--- src/rtl/fma_aligner.sv ---
// fma_aligner: exponent-alignment stage feeding the FMA accumulate adder.
// Takes two operands in normalized accumulator format, aligns both to the
// larger exponent and emits two sign-extended (M+2)-bit mantissas plus the
// common exponent. The downstream adder can sum them directly without overflow.
// SINGLE_STAGE=1 merges compare and shift into one register stage (latency 1);
// SINGLE_STAGE=0 gives two register stages (latency 2).
// Optional macro FMA_ALIGN_STICKY_EN: OR the bits shifted out of the small
// operand into its LSB so a non-zero operand never vanishes; when undefined the
// shift truncates (round toward -inf).

package fma_aligner_pkg;
  localparam int EXP_W  = 8;
  localparam int MANT_W = 16;

  typedef logic [EXP_W-1:0]         exponent_t;
  typedef logic signed [MANT_W-1:0] accMantNormalSigned_t;

  typedef struct packed {
    exponent_t            Exp;
    accMantNormalSigned_t Mant;
  } accNormalSigned_t;

  localparam exponent_t EXP_MAX = '1;
endpackage

module fma_aligner
  import fma_aligner_pkg::*;
#(
  parameter bit SINGLE_STAGE = 1'b0
) (
  input  logic                                   clk,
  input  logic                                   rst_n,
  input  logic                                   in_valid,
  output logic                                   in_ready,
  input  logic [$bits(accNormalSigned_t)-1:0]    a_in,
  input  logic [$bits(accNormalSigned_t)-1:0]    b_in,
  output logic                                   out_valid,
  input  logic                                   out_ready,
  output logic [$bits(exponent_t)-1:0]           exp_out,
  output logic [$bits(accMantNormalSigned_t)+1:0] mant_a_out,
  output logic [$bits(accMantNormalSigned_t)+1:0] mant_b_out,
  output logic                                   is_inf_out
);

  localparam int M = $bits(accMantNormalSigned_t);
  localparam int E = $bits(exponent_t);
  localparam int W = M + 2;

  accNormalSigned_t a_op, b_op;
  assign a_op = a_in;
  assign b_op = b_in;

  // Handshake: stage 1 can take a new pair whenever it is empty or draining.
  logic s1_advance;
  logic in_fire;

  logic                 s1_valid_q;
  accMantNormalSigned_t s1_big_q, s1_small_q;
  logic [E:0]           s1_diff_q;
  logic                 s1_swap_q;
  exponent_t            s1_exp_q;
  logic                 s1_inf_q;

  assign in_ready = !s1_valid_q || s1_advance;
  assign in_fire  = in_valid && in_ready;

  // Stage 1 compare: pick the larger exponent and the absolute difference.
  logic                 swap_d;
  logic [E:0]           diff_d;
  accMantNormalSigned_t big_mant_d, small_mant_d;
  exponent_t            max_exp_d;
  logic                 inf_d;

  always_comb begin
    // NOTE: every always_comb output gets a value on every path, otherwise a latch is inferred.
    swap_d       = b_op.Exp > a_op.Exp;
    diff_d       = swap_d ? ({1'b0, b_op.Exp} - {1'b0, a_op.Exp})
                          : ({1'b0, a_op.Exp} - {1'b0, b_op.Exp});
    big_mant_d   = swap_d ? b_op.Mant : a_op.Mant;
    small_mant_d = swap_d ? a_op.Mant : b_op.Mant;
    max_exp_d    = swap_d ? b_op.Exp : a_op.Exp;
    inf_d        = (a_op.Exp == EXP_MAX) || (b_op.Exp == EXP_MAX);
  end

  // Stage 1 register: captures the compare result on an input transfer.
  always_ff @(posedge clk or negedge rst_n) begin
    if (!rst_n) begin
      // NOTE: data registers are reset too, because in the single-stage build they drive the outputs directly.
      s1_valid_q <= 1'b0;
      s1_big_q   <= '0;
      s1_small_q <= '0;
      s1_diff_q  <= '0;
      s1_swap_q  <= 1'b0;
      s1_exp_q   <= '0;
      s1_inf_q   <= 1'b0;
    end else begin
      // NOTE: non-blocking assignments so every register samples pre-edge values.
      if (in_fire)         s1_valid_q <= 1'b1;
      else if (s1_advance) s1_valid_q <= 1'b0;
      if (in_fire) begin
        s1_big_q   <= big_mant_d;
        s1_small_q <= small_mant_d;
        s1_diff_q  <= diff_d;
        s1_swap_q  <= swap_d;
        s1_exp_q   <= max_exp_d;
        s1_inf_q   <= inf_d;
      end
    end
  end

  // Stage 2 shift: saturating arithmetic right shift of the small operand, un-swap, inf override.
  logic signed [W-1:0] big_ext, small_ext, small_sh;
  logic [W-1:0]        mant_a_d, mant_b_d;
  exponent_t           exp_d;
`ifdef FMA_ALIGN_STICKY_EN
  logic [W-1:0]        lost_mask;
`endif

  always_comb begin
    big_ext   = {{2{s1_big_q[M-1]}}, s1_big_q};
    small_ext = {{2{s1_small_q[M-1]}}, s1_small_q};
    if (s1_diff_q >= (E+1)'(W)) begin
      small_sh = {W{small_ext[W-1]}};
    end else begin
      small_sh = small_ext >>> s1_diff_q;
    end
`ifdef FMA_ALIGN_STICKY_EN
    if (s1_diff_q >= (E+1)'(W)) lost_mask = '1;
    else                        lost_mask = ~({W{1'b1}} << s1_diff_q);
    small_sh[0] = small_sh[0] | (|(small_ext & lost_mask));
`endif
    if (s1_inf_q) begin
      exp_d    = EXP_MAX;
      mant_a_d = '0;
      mant_b_d = '0;
    end else begin
      exp_d    = s1_exp_q;
      mant_a_d = s1_swap_q ? small_sh : big_ext;
      mant_b_d = s1_swap_q ? big_ext  : small_sh;
    end
  end

  if (SINGLE_STAGE) begin : g_single
    assign s1_advance = out_ready;
    assign out_valid  = s1_valid_q;
    assign exp_out    = exp_d;
    assign mant_a_out = mant_a_d;
    assign mant_b_out = mant_b_d;
    assign is_inf_out = s1_inf_q;
  end else begin : g_two
    logic         s2_valid_q;
    exponent_t    s2_exp_q;
    logic [W-1:0] s2_mant_a_q, s2_mant_b_q;
    logic         s2_inf_q;

    assign s1_advance = !s2_valid_q || out_ready;

    // Stage 2 register: loads when the output is empty or being accepted, else holds.
    always_ff @(posedge clk or negedge rst_n) begin
      if (!rst_n) begin
        s2_valid_q  <= 1'b0;
        s2_exp_q    <= '0;
        s2_mant_a_q <= '0;
        s2_mant_b_q <= '0;
        s2_inf_q    <= 1'b0;
      end else if (s1_advance) begin
        s2_valid_q <= s1_valid_q;
        if (s1_valid_q) begin
          s2_exp_q    <= exp_d;
          s2_mant_a_q <= mant_a_d;
          s2_mant_b_q <= mant_b_d;
          s2_inf_q    <= s1_inf_q;
        end
      end
    end

    assign out_valid  = s2_valid_q;
    assign exp_out    = s2_exp_q;
    assign mant_a_out = s2_mant_a_q;
    assign mant_b_out = s2_mant_b_q;
    assign is_inf_out = s2_inf_q;
  end

endmodule

--- config.mk ---
export PLATFORM = sky130hd
export DESIGN_NAME = fma_aligner
export DESIGN_NICKNAME = d
export VERILOG_FILES = /design/src/rtl/fma_aligner.sv
export SDC_FILE = /design/constraint.sdc
export NUM_CORES = 1
export LEC_CHECK = 0
export BUFFER_PORTS_ARGS = -buffer_cell sky130_fd_sc_hd__buf_2
export CORE_ASPECT_RATIO = 1.2
export CORE_UTILIZATION = 30
export CTS_CLUSTER_SIZE = 30
export DETAILED_ROUTE_END_ITERATION = 8
export GPL_TIMING_DRIVEN = 0
export PLACE_DENSITY = 0.45
export SYNTH_ARGS = -nofsm -noshare
export SYNTH_HDL_FRONTEND = slang
export SYNTH_SLANG_ARGS = --single-unit
--- constraint.sdc ---
create_clock -name clk -period 5.9 [get_ports clk]
set_clock_uncertainty 0.1 [all_clocks]
set_input_delay 0.59 -clock clk [delete_from_list [all_inputs] [get_ports clk]]
set_output_delay 0.59 -clock clk [all_outputs]
set_load 0.01 [all_outputs]
Yosys cells after proc, flatten, opt, wreduce, memory -nomap -nowiden
Index checks and enable logic that the tools add are counted.
{"block": "word_totals", "ff_bits": 98, "latchBits": 0, "ram_bits": 0, "rom_bits": 0, "inputBits": 52, "output_inout_bits": 47, "elab_cells": 39, "n_memories": 0}
{"block": "op_classes", "n_addsub": 2, "mul": 0, "div": 0, "magnitude_cmp": 2, "n_eq_ne": 2, "shifts": 1, "muxes": 12, "bitwise": 0, "reduce_logical": 8}
{"operator": "18-bit two-way mux", "count": 5}
{"operator": "16-bit two-way mux", "count": 2}
{"operator": "16-bit by 9-bit >>> shifter with 18-bit output", "count": 1}
{"operator": "8-bit by 8-bit subtractor with 9-bit output", "count": 2}
{"operator": "8-bit == test (second input constant)", "count": 2}
{"operator": "8-bit two-way mux", "count": 2}
{"operator": "9-bit by 5-bit >= comparator with 1-bit output (second input constant)", "count": 1}
{"operator": "9-bit two-way mux", "count": 1}
{"operator": "8-bit greater-than comparator", "count": 1}
{"operator": "1-bit logical OR", "count": 3}
{"operator": "1-bit logical NOT", "count": 2}
{"operator": "1-bit two-way mux", "count": 2}
{"operator": "2-bit AND reduction", "count": 1}
{"operator": "2-bit nonzero test", "count": 1}
{"operator": "1-bit logical AND", "count": 1}

Longest topological paths before layout
Gate-level depths: netlist of run 1.
{"block": "logic_depth", "word_depth": 5, "ltp_mapped": 11}

Worst setup path before layout of run 1
No wires, ideal clock.
{"block": "synth_timing", "kind": "input-to-reg", "from": "in a_in[23]", "to": "reg s1_diff_q[1]", "setup_time_ns": 0.083, "arrival_time_ns": 2.446, "required_ns": 5.717, "slack_ns": 3.272, "path_stages": 10, "path_buffers": 3, "cell_sequence": "inv_1 ha_1 clkbuf_1 nand4_1 o22ai_1 o21bai_1 buf_2 buf_4 mux2_2 o21ai_0"}
{"block": "synth_via", "elab_chain_cells": 2}
{"element": "from (decl)", "line": "35", "rtl": "input logic [$bits(accNormalSigned_t)-1:0] a_in,"}
{"element": "8-bit greater-than comparator", "line": "76", "rtl": "swap_d = b_op.Exp > a_op.Exp;"}
{"element": "9-bit two-way mux", "line": "77", "rtl": "diff_d = swap_d ? ({1'b0, b_op.Exp} - {1'b0, a_op.Exp})"}
{"element": "to (signal assigned)", "line": "103", "rtl": "s1_diff_q <= diff_d;"}
{"element": "to (decl)", "line": "59", "rtl": "logic [E:0] s1_diff_q;"}
Every way passes these cells.
A chain may end at the register's enable or synchronous reset.

Worst setup path in the final report of run 1
{"block": "layout_timing", "from": "in a_in[23]", "to": "reg s1_exp_q[0]"}
{"block": "layout_via", "elab_chain_cells": 2}
{"element": "8-bit greater-than comparator", "line": "76"}
{"element": "8-bit two-way mux", "line": "81", "rtl": "max_exp_d = swap_d ? b_op.Exp : a_op.Exp;"}
{"element": "to (signal assigned)", "line": "105", "rtl": "s1_exp_q <= max_exp_d;"}
{"element": "to (decl)", "line": "61", "rtl": "exponent_t s1_exp_q;"}
Every way passes these cells.

==> results by group, run 1 <==
Outcome
  – Outcome: finished clean

Finish
  – Most frequent cells in the layout: buf_2, nand2_1, o21ai_0
  – Layout cells sized above 1: 19.7%
  – N_diodes: 0
  – Commonest non-fill, non-tap cell in the layout: buf_2
  – Layout area overhead: 20.3%
  – Post-route insts no fill: between 1k and 1.5k
  – Fill cells: 2010
  – Final nets: between 800 and 900

Worst setup path
  – CP max FO: 10
  – Worst Setup End Kind: flip-flop
  – Worst endpoint required time: around 6000 ps
  – Critical Path AT: between 2000 and 3000 ps
  – Worst setup SP type: input port
  – Worst Path Class, Setup: input port to flip-flop

Synth
  – Yosys reg bits: 94
  – Synth warn: 0
  – Top FF cell, synth: dfrtp_1
  – Synth unique cells: 58
  – Mapped cell area: just under 6000 sq um
  – EDFF count, synth: 0
  – Asr flop ratio synth: 100%
  – Syn nets: around 730
  – Sequential cell area fraction in the yosys report: about two fifths
  – Post-Syn Instances: 655
  – Syn_area_per_cell: roughly 8.8 sq um

STA
  – Slew headroom: 27.2%
  – Number of setup violations in the final report: 0
  – Unrepaired setup endpoints after global routing: false
  – Final slew viol count: 0
  – Setup tns final: 0 ps
  – Endpoints failing hold: 0
  – Worst-Margin Slew: 1080 ps
  – Period Utilization, post-route: between 40 and 50%
  – Max Clock Freq: 0.351 GHz
  – Crit path time final: about 2900 ps

Clocking
  – # H-tree levels: 3
  – CTS tree: built
  – Postcts setup bufs: 0
  – Clk sink count: 94
  – Longest Clk Path Bufs: 2
  – TritonCTS buffer count: 9
  – Root buffer cell: clkbuf_16
  – Hold Buf Count CTS: 0
  – Clock transition at the registers of the reported paths: approximately 70 ps
  – Worst-skew pair later-pin latency: between 300 and 400 ps
  – Post-CTS sizing: 0

Detailed routing
  – Drt drc: 0
  – Total Wirelength: approximately 19 mm
  – Antenna-violating nets left: 0
  – Post-DR wirelength/cell: roughly 18 um
  – Routed via count: 5331
  – Vias per cell: 5.20
  – Drt initial violations: 314
  – DRT Pass-1 Iters: 5

Min path
  – Worst Hold Class: input port to asynchronous set/reset pin

Power
  – Max IR drop VDD: 145 uV
  – Clk pwr share: 27.5%
  – Sw Ratio: around 37%
  – P_int: 1.52 mW
  – Pwr per Cell Area: roughly 340 nW/um^2
  – Psw: ~0.87 mW
  – Sequential Power Share: between 30 and 40%
  – Tot Pwr: 2.39 mW
  – Combinational Power Share: roughly a third
  – Leakage power: about 3.3 nW

Die
  – Initial Util: a little under a third
  – Die height: around 150 um
  – I/O pin count: 99
  – Die width: 129 um
  – Core area: roughly 19000 sq um
  – # rows: 55
  – Die area: 19900 sq um

Global routing
  – First-pass GRT wire length: 29.7 mm
  – Remaining global-route overflow: 0
  – Vias in the first global route: 5301
  – Total track usage: 19.5%
  – Initial antenna violation count: 0
  – Largest net degree at the start of global routing: between 60 and 70

Run
  – Max-cap violations: 0

Placed design
  – Post-DP HPWL: about 15 mm
  – Post-placement cell count: between 1k and 1.5k
  – GP Congestion: about 0.91
  – Port buffer count: between 90 and 100
[flip-flops by register name (all words and copies together) (netlist names)]
| register | cells |
|---|---|
| s1_exp_q | 8 |
| s1_diff_q | 9 |
| mant_b_out | 16 |
| out_valid | 1 |
| s1_swap_q | 1 |
| is_inf_out | 1 |
| s1_big_q | 16 |
| mant_a_out | 16 |
| s1_valid_q | 1 |
| s1_small_q | 16 |
| s1_inf_q | 1 |
| exp_out | 8 |
[final timing paths]
check | startpoint | endpoint | slack (ps) | cells after the start
min in group clk | in_valid | s1_valid_q | 350 | 2
max in group asynchronous | rst_n | mant_a_out[10] | 4960 | 2
max | a_in[23] | s1_exp_q[0] | 3050 | 12
min reg2reg | exp_out[0] | exp_out[0] | 370 | 2
max reg2reg | s1_diff_q[1] | mant_a_out[2] | 3070 | 6
min | rst_n | s1_big_q[4] | 60 | 1
[cell families (layout without fill, tap and decap cells)]
group                    Yosys count  in the layout  share of synthesized area, %
AO/OA/AOI/OAI                    215            215                          22.0
AND/OR/NAND/NOR                  190            190                          14.6
flip-flops                        94             94                          40.6
buffers and inverters             74            189                          5.64
multiplexers                      59             59                          12.2
adder cells (fa/ha/maj)           18             18                          4.15
XOR/XNOR                           5              5                         0.756
[layer usage]
layer	routed length, um	GRT usage [%]	vias to the layer above
met2	8740	31.4	144
met4	399	7.00	0
li1	-	-	2571
met5	0	0	-
met1	8640	26.8	2596
met3	761	2.63	20
[power groups by stage]
| stage | sequential, mW | combinational [mW] | clock, mW |
|---|---|---|---|
| finish | 0.904 | 0.828 | 0.657 |
| global route | 0.926 | 0.914 | 0.706 |
| CTS | 0.905 | 0.832 | 0.670 |
| detailed placement | 0.917 | 0.830 | 0 |
| global placement | 0.913 | 0.820 | 0 |
| floorplan | 0.920 | 0.499 | 0 |
[worst max-delay path, cell delays in order]
cell and delay (ps):
buf_2 120, inv_1 50, ha_1 260, clkbuf_1 280, nand4_1 150, o22ai_1 250
o21bai_1 220, buf_2 300, buf_2 310, nor2_1 70, a21oi_1 240, o21ai_0 120
[synth_stat cells (3+ instances only)]
| master | n | share of area [%] |
|---|---|---|
| a211o_1 | 3 | 0.45 |
| a31oi_1 | 8 | 0.86 |
| and3_1 | 3 | 0.32 |
| nand4_1 | 10 | 1.1 |
| nand3b_1 | 3 | 0.39 |
| nor3_1 | 12 | 1.0 |
| clkbuf_1 | 30 | 1.9 |
| nand3_1 | 4 | 0.35 |
| o21ai_0 | 95 | 8.2 |
| nand2_1 | 102 | 6.6 |
| dfrtp_1 | 94 | 41 |
| ha_1 | 16 | 3.5 |
| mux4_2 | 9 | 3.5 |
| mux2i_1 | 45 | 7.8 |
| nand2b_1 | 6 | 0.65 |
| o221ai_1 | 3 | 0.45 |
| and2_1 | 4 | 0.43 |
| a21oi_1 | 47 | 4.1 |
| or3_1 | 4 | 0.43 |
| a21o_1 | 12 | 1.6 |
| o22ai_1 | 3 | 0.32 |
| a211oi_1 | 3 | 0.39 |
| a32oi_1 | 4 | 0.60 |
| o21ai_1 | 4 | 0.35 |
| mux2_2 | 5 | 0.97 |
| o31ai_1 | 4 | 0.52 |
| xnor2_1 | 3 | 0.45 |
| nor2_1 | 35 | 2.3 |
| inv_1 | 19 | 1.2 |
| buf_4 | 7 | 0.91 |
| o211ai_1 | 6 | 0.78 |
| buf_2 | 12 | 1.0 |
| clkinv_1 | 3 | 0.19 |
[cell type report]
cell class                      count  area (sq um)  share of cell area (%)
Buffer                             52           244                    3.50
Clock buffer                       11           253                    3.63
Clock inverter                      5          81.3                    1.17
Inverter                           22          82.6                    1.19
Multi-Input combinational cell    487          3110                    44.7
Sequential cell                    94          2350                    33.8
Tap cell                          256           320                    4.60
Timing Repair Buffer               99           520                    7.47
[stage by stage]
stage	cell area, sq um	utilization [%]	hold WS, ps	worst slack (ps)
after global routing	6970	36.9	84.8	2860
after detailed placement	6630	35.2	356	2730
after global placement	6600	35.0	350	2690
final	6970	36.9	64.9	3050
after floorplan	5790	-	194	3270
after CTS	6970	36.9	75.6	3050
(Power assumes the default switching activity.)
==> run 2: changes to the inputs <==
ABC_AREA = 1   (was default)
clock period = 2.9 ns   (was 5.9 ns; I/O delays follow)
==> results by group, run 2 <==
Outcome
  – Outcome: finished clean

Synth
  – Sequential cell area fraction in the yosys report: about 40%
  – Synth warn: 0
  – Yosys top cell area share: 40.1%
  – Synth area leaders: dfrtp_1, nand2_1, nand3_1
  – EDFF count, synth: 0
  – Top FF cell, synth: dfrtp_1
  – Synth unique cells: 31
  – Mapped cell area: slightly below 6000 sq um
  – Syn nets: around 880
  – Syn_area_per_cell: 7.21 sq um
  – Post-Syn Instances: a little over 800
  – Synth cell count leaders: nand2_1, dfrtp_1, nand3_1
  – Yosys reg bits: 94
  – Biggest area consumer among synthesized cells: dfrtp_1
  – Most frequent cell after synthesis: nand2_1
  – Asr flop ratio synth: between 90% and 100%

Worst setup path
  – Cells on worst reg2reg path: 13
  – Crit path from: s1_diff_q[7]
  – CP max FO: 10
  – Critical Path AT: 2270 ps
  – R2r endpoint: mant_a_out[3]
  – Worst Path Class, Setup: flip-flop to flip-flop
  – Critical path endpoint: mant_a_out[3]
  – Worst Setup End Kind: flip-flop
  – Worst endpoint required time: 3050 ps
  – Worst setup SP type: flip-flop
  – Reg-to-Reg Start: s1_diff_q[7]
  – Worst reg2reg setup slack: about 800 ps

Power
  – Combinational Power Share: roughly two fifths
  – Sequential Power Share: between 30% and 40%
  – Leakage power: ~3.5 nW
  – Clk pwr share: 24.9%
  – Sw Ratio: 40.3%
  – Pwr per Cell Area: ~760 nW/um^2
  – Psw: 2.15 mW
  – Max IR drop VDD: ~300 uV
  – P_int: 3.19 mW

Clocking
  – TritonCTS buffer count: 9
  – Postcts setup bufs: 0
  – Clock transition at the registers of the reported paths: about 70 ps
  – Longest Clk Path Bufs: 2
  – Post-CTS sizing: 0
  – Worst-skew pair later-pin latency: between 300 and 400 ps
  – CTS tree: built
  – Root buffer cell: clkbuf_16
  – Clk sink count: 94
  – # H-tree levels: 3

Finish
  – Multi-input gate area: around 3000 sq um
  – N_diodes: 0
  – Final nets: 995
  – Most frequent cells in the layout: nand2_1, buf_2, dfrtp_1
  – Sequential Area: 2350 sq um
  – Layout area overhead: 20.2%
  – Design Area, Final: 7050 sq um
  – Fill cells: roughly 2.2k
  – Layout cells sized above 1: between 10% and 20%
  – Commonest non-fill, non-tap cell in the layout: nand2_1

Die
  – Die height: between 150 and 200 um
  – # rows: 55
  – Die area: between 20000 and 25000 sq um
  – Core area: roughly 19000 sq um
  – Die width: 130 um
  – I/O pin count: 99
  – Initial Util: between 30% and 40%

STA
  – Max Clock Freq: roughly 0.47 GHz
  – Endpoints failing hold: 0
  – Slew headroom: ~51%
  – Final slew viol count: 0
  – Setup tns final: 0 ps
  – Worst-Margin Slew: between 700 and 800 ps
  – Crit path time final: between 2000 and 2500 ps
  – Unrepaired setup endpoints after global routing: false
  – Number of setup violations in the final report: 0
  – Period Utilization, post-route: between 70 and 80%

Placed design
  – Placed inst area: between 6000 and 7000 sq um
  – Post-DP HPWL: roughly 16 mm
  – GP Congestion: 0.864
  – Port buffer count: between 90 and 100

Detailed routing
  – Antenna-violating nets left: 0
  – Post-DR wirelength/cell: ~17 um
  – Drt drc: 0
  – DRT Pass-1 Iters: 5
  – Vias per cell: 4.97
  – Drt initial violations: about 370
  – Total Wirelength: 20.7 mm
  – Routed via count: around 5.9k

Global routing
  – First-pass GRT wire length: roughly 33 mm
  – Initial antenna violation count: 0
  – Remaining global-route overflow: 0
  – Total track usage: between 20% and 30%
  – Vias in the first global route: slightly below 6k
  – Largest net degree at the start of global routing: 53

Min path
  – Worst Hold Class: input port to flip-flop

Run
  – Max-cap violations: 0
==> run 2: cell types whose count changed in the layout (fill, tap and decap cells not counted), moves of 41 or more <==
cell	before	now
nand2_1	102	200
nand3_1	4	92
o21ai_0	95	34
mux2i_1	45	0
nor2_1	35	78
inv_1	19	60
==> run 2: metrics by stage <==
stage	power (mW)	hold slack (ps)	std cells	setup slack, ps	util, %
final	5.34	99.1	1186	785	37.1
after global routing	5.76	86.7	1186	552	37.1
after CTS	5.38	81.0	1186	766	37.1
after detailed placement	4.03	298	1169	490	35.3
after floorplan	3.24	-106	814	913	-
after global placement	4.03	359	1168	341	35.2
==> run 2: worst min-delay path by stage <==
stage	startpoint	to	slack, ps	depth (start not counted)
floorplan	rst_n	exp_out[0]	-110	0
detailed placement	rst_n	exp_out[5]	300	1
global placement	mant_b_out[6]	mant_b_out[6]	360	2
finish	a_in[0]	s1_small_q[0]	100	3
global route	b_in[14]	s1_big_q[14]	90	3
CTS	b_in[14]	s1_big_q[14]	80	3
==> run 2: power by group through the flow <==
| stage | logic, mW | clock network [mW] | registers, mW |
|---|---|---|---|
| after detailed placement | 2.16 | 0 | 1.88 |
| after global placement | 2.16 | 0 | 1.87 |
| after CTS | 2.17 | 1.36 | 1.85 |
| final | 2.16 | 1.33 | 1.85 |
| after floorplan | 1.29 | 0 | 1.95 |
| after global routing | 2.44 | 1.42 | 1.89 |
==> run 2: final cells by class <==
type,count,area share [%]
buffer,55,4.21
clock buffer,10,3.39
clock inverter,6,1.31
inverter,68,3.62
multi-input combinational,597,42.0
sequential,94,33.4
tap,256,4.54
timing repair buffer,100,7.53
==> run 2: layer usage <==
metal | part of all wire, % | vias to the layer above | global-route usage, %
met5 | 0 | - | 0
met4 | 3.4 | 0 | 9.63
met3 | 3.2 | 42 | 2.61
met2 | 49 | 141 | 36.4
met1 | 45 | 2797 | 27.7
li1 | - | 2917 | -
==> run 2: cells by family after synthesis <==
family / share of synthesized area (%)
AOI/OAI and AO/OA: 16.4
xor gates and xnor gates: 1.79
adders and majority gates: 4.10
buffers and inverters: 9.41
DFF: 40.1
and+or+nand+nor: 28.2
==> run 2: timing repair <==
item / in CTS / in global routing
endpoints found under the setup margin: 0 / 0
hold endpoints to repair: 51 / 0
hold buffers: 1 / 0
==> run 2: worst max-delay path: stages (launching register included) <==
cell	delay, ps
dfrtp_1	400
nor2_4	190
buf_2	250
nand3_1	150
nand3_1	130
nand3_1	70
nand2_1	110
nand2_1	60
nand2_1	80
nand2_1	70
nand2_1	130
nand3_1	90
nand2_1	100
nand2_1	50
==> run 3: changes to the inputs <==
PLACE_DENSITY = 0.47   (was 0.45)
clock period = 1.88 ns   (was 2.9 ns; I/O delays follow)
==> results by group, run 3 (synthesis results as in run 2) <==
Finish
  – Layout cells sized above 1: a little under a third
  – Commonest non-fill, non-tap cell in the layout: nand2_1
  – Final nets: between 1k and 1.5k
  – Layout area overhead: 35.9%
  – Post-route insts no fill: about 1.2k
  – N_diodes: 0
  – Post-layout util: between 40% and 50%
  – Most frequent cells in the layout: nand2_1, buf_2, dfrtp_1
  – Design Area, Final: roughly 8000 sq um

Worst setup path
  – Worst endpoint required time: a little over 2000 ps
  – Worst reg2reg setup slack: -110 ps
  – CP bufs+invs: 1
  – Critical Path Max Stage Delay: between 400 and 500 ps
  – Crit path cell chain: nor2_4 > buf_6 > nand3_2 > nand3_1 > nand3_1 > nand2_2 > nand2_1 > nand2_2 > nand2_1 > nand2_2 > nand3_1 > nand2_1 > nand2_1
  – Cells on worst reg2reg path: 13
  – Crit-path slowest cell: dfrtp_1
  – Worst path depth: 13
  – CP max FO: 4
  – Crit path max-delay family: simple AND/OR/NAND/NOR gates
  – Reg-to-Reg Start: s1_diff_q[7]
  – Cell mode on critical path: nand2_1
  – Worst Setup End Kind: flip-flop
  – R2r endpoint: mant_a_out[3]
  – Worst setup SP type: flip-flop
  – Critical Path AT: 2140 ps
  – Worst Path Class, Setup: flip-flop to flip-flop

Power
  – Leakage power: slightly below 4 nW
  – Max IR drop VDD: just under 500 uV
  – Pwr per Cell Area: roughly 1100 nW/um^2
  – Tot Pwr: roughly 8.9 mW

Clocking
  – Clock transition at the registers of the reported paths: ~70 ps
  – Root buffer cell: clkbuf_16
  – Longest Clk Path Bufs: 2
  – TritonCTS buffer count: 9
  – # H-tree levels: 3
  – Worst-skew pair later-pin latency: between 300 and 400 ps
  – CTS tree: built
  – Clk sink count: 94

STA
  – Period Utilization, post-route: 106%
  – Final Hold Slack: 4.51 ps
  – Crit path time final: around 2000 ps
  – Endpoints failing hold: 0
  – Final setup margin: -112 ps
  – Unrepaired setup endpoints after global routing: true
  – Final slew viol count: 0
  – Number of setup violations in the final report: 21
  – Max Clock Freq: around 0.50 GHz
  – Setup tns final: -1050 ps
  – Worst-Margin Slew: roughly 630 ps
  – Slew headroom: about 58%

Placed design
  – Port buffer count: 98
  – Worst slack, placed: -438 ps
  – GP Congestion: between 0.8 and 0.9
  – Post-placement cell count: around 1.2k
  – Placed inst area: 6710 sq um
  – Post-DP HPWL: between 15 and 20 mm

Detailed routing
  – Drt initial violations: between 300 and 400
  – Post-DR wirelength/cell: roughly 17 um
  – Drt drc: 0
  – Vias per cell: approximately 5
  – DRT Pass-1 Iters: 5
  – Routed via count: around 6.0k
  – Total Wirelength: about 21 mm
  – Antenna-violating nets left: 0

Global routing
  – First-pass GRT wire length: 32.3 mm
  – Remaining global-route overflow: 0
  – Total track usage: around a fifth
  – Vias in the first global route: around 5.8k
  – Largest net degree at the start of global routing: 50
  – Initial antenna violation count: 0

Die
  – I/O pin count: slightly below 100
  – Die height: around 160 um
  – Die width: about 130 um
  – Die area: around 20000 sq um
  – Initial Util: a little under a third
  – Core area: around 19000 sq um
  – # rows: 55

Outcome
  – Failing checks: negative setup slack
  – Outcome: complete, but fails checks

Min path
  – Cell depth of the worst min-delay path: 3
  – Worst Hold Class: input port to flip-flop
  – Min-delay src: a_in[2]
  – WHS Endpoint: s1_small_q[2]

Run
  – Max-cap violations: 0
==> run 3: cell count changes in the layout (fill, tap and decap cells not counted), moves of 9 or more <==
cell,change
clkbuf_1,-11
nand3_1,-43
nand2_2,+21
nand2_1,-24
buf_6,+13
nand3_2,+39
nor2_1,-11
nor2_2,+9
clkbuf_2,+11
buf_4,+17
==> run 3: report_power, final <==
group          leakage [nW]  total [mW]  switching [mW]  internal [mW]
clock network         0.151        1.95           0.882           1.06
registers              1.14        2.85           0.291           2.56
logic                  2.59        4.09            2.54           1.56
total                  3.88        8.89            3.71           5.18
==> run 3: timing repair <==
item,in CTS,in global routing
endpoints found under the setup margin,58,81
pin swaps,33,35
gates resized for setup,88,78
setup buffers,19,9
endpoints found under the hold margin,48,0
gates cloned,4,1
hold buffers,4,0
==> run 3: layer usage <==
layer | vias up | global-route usage (%) | wire, um | part of all wire, %
li1 | 2990 | - | - | -
met1 | 2818 | 27.1 | 9190 | 44
met2 | 122 | 37.1 | 10900 | 52
met3 | 27 | 2.68 | 619 | 2.9
met5 | - | 0 | 0 | 0
met4 | 0 | 7.09 | 368 | 1.7
==> run 3: cell type report <==
class                   count  area (sq um)
clock buffers               9           225
well taps                 256           320
fillers                  2035         11000
clock inverters             7          86.3
repair buffers            135           882
inverters                  68           267
flip-flops and latches     94          2350
multi-input cells         598          3460
plain buffers              55           380
==> run 3: how the worst max path moves through the flow <==
stage                       startpoint       endpoint
after floorplan               a_in[18]    s1_big_q[0]
after global placement           rst_n  mant_a_out[3]
after detailed placement      a_in[18]   s1_diff_q[2]
after CTS                 s1_diff_q[6]  mant_a_out[9]
after global routing      s1_diff_q[7]  mant_a_out[2]
final                     s1_diff_q[7]  mant_a_out[3]
==> run 3: worst register-to-register path, cell delays in order, from the launching register on <==
cell and delay (ps):
dfrtp_1 410, nor2_4 190, buf_6 140, nand3_2 90
nand3_1 140, nand3_1 110, nand2_2 110, nand2_1 60
nand2_2 100, nand2_1 90, nand2_2 110, nand3_1 80
nand2_1 100, nand2_1 50
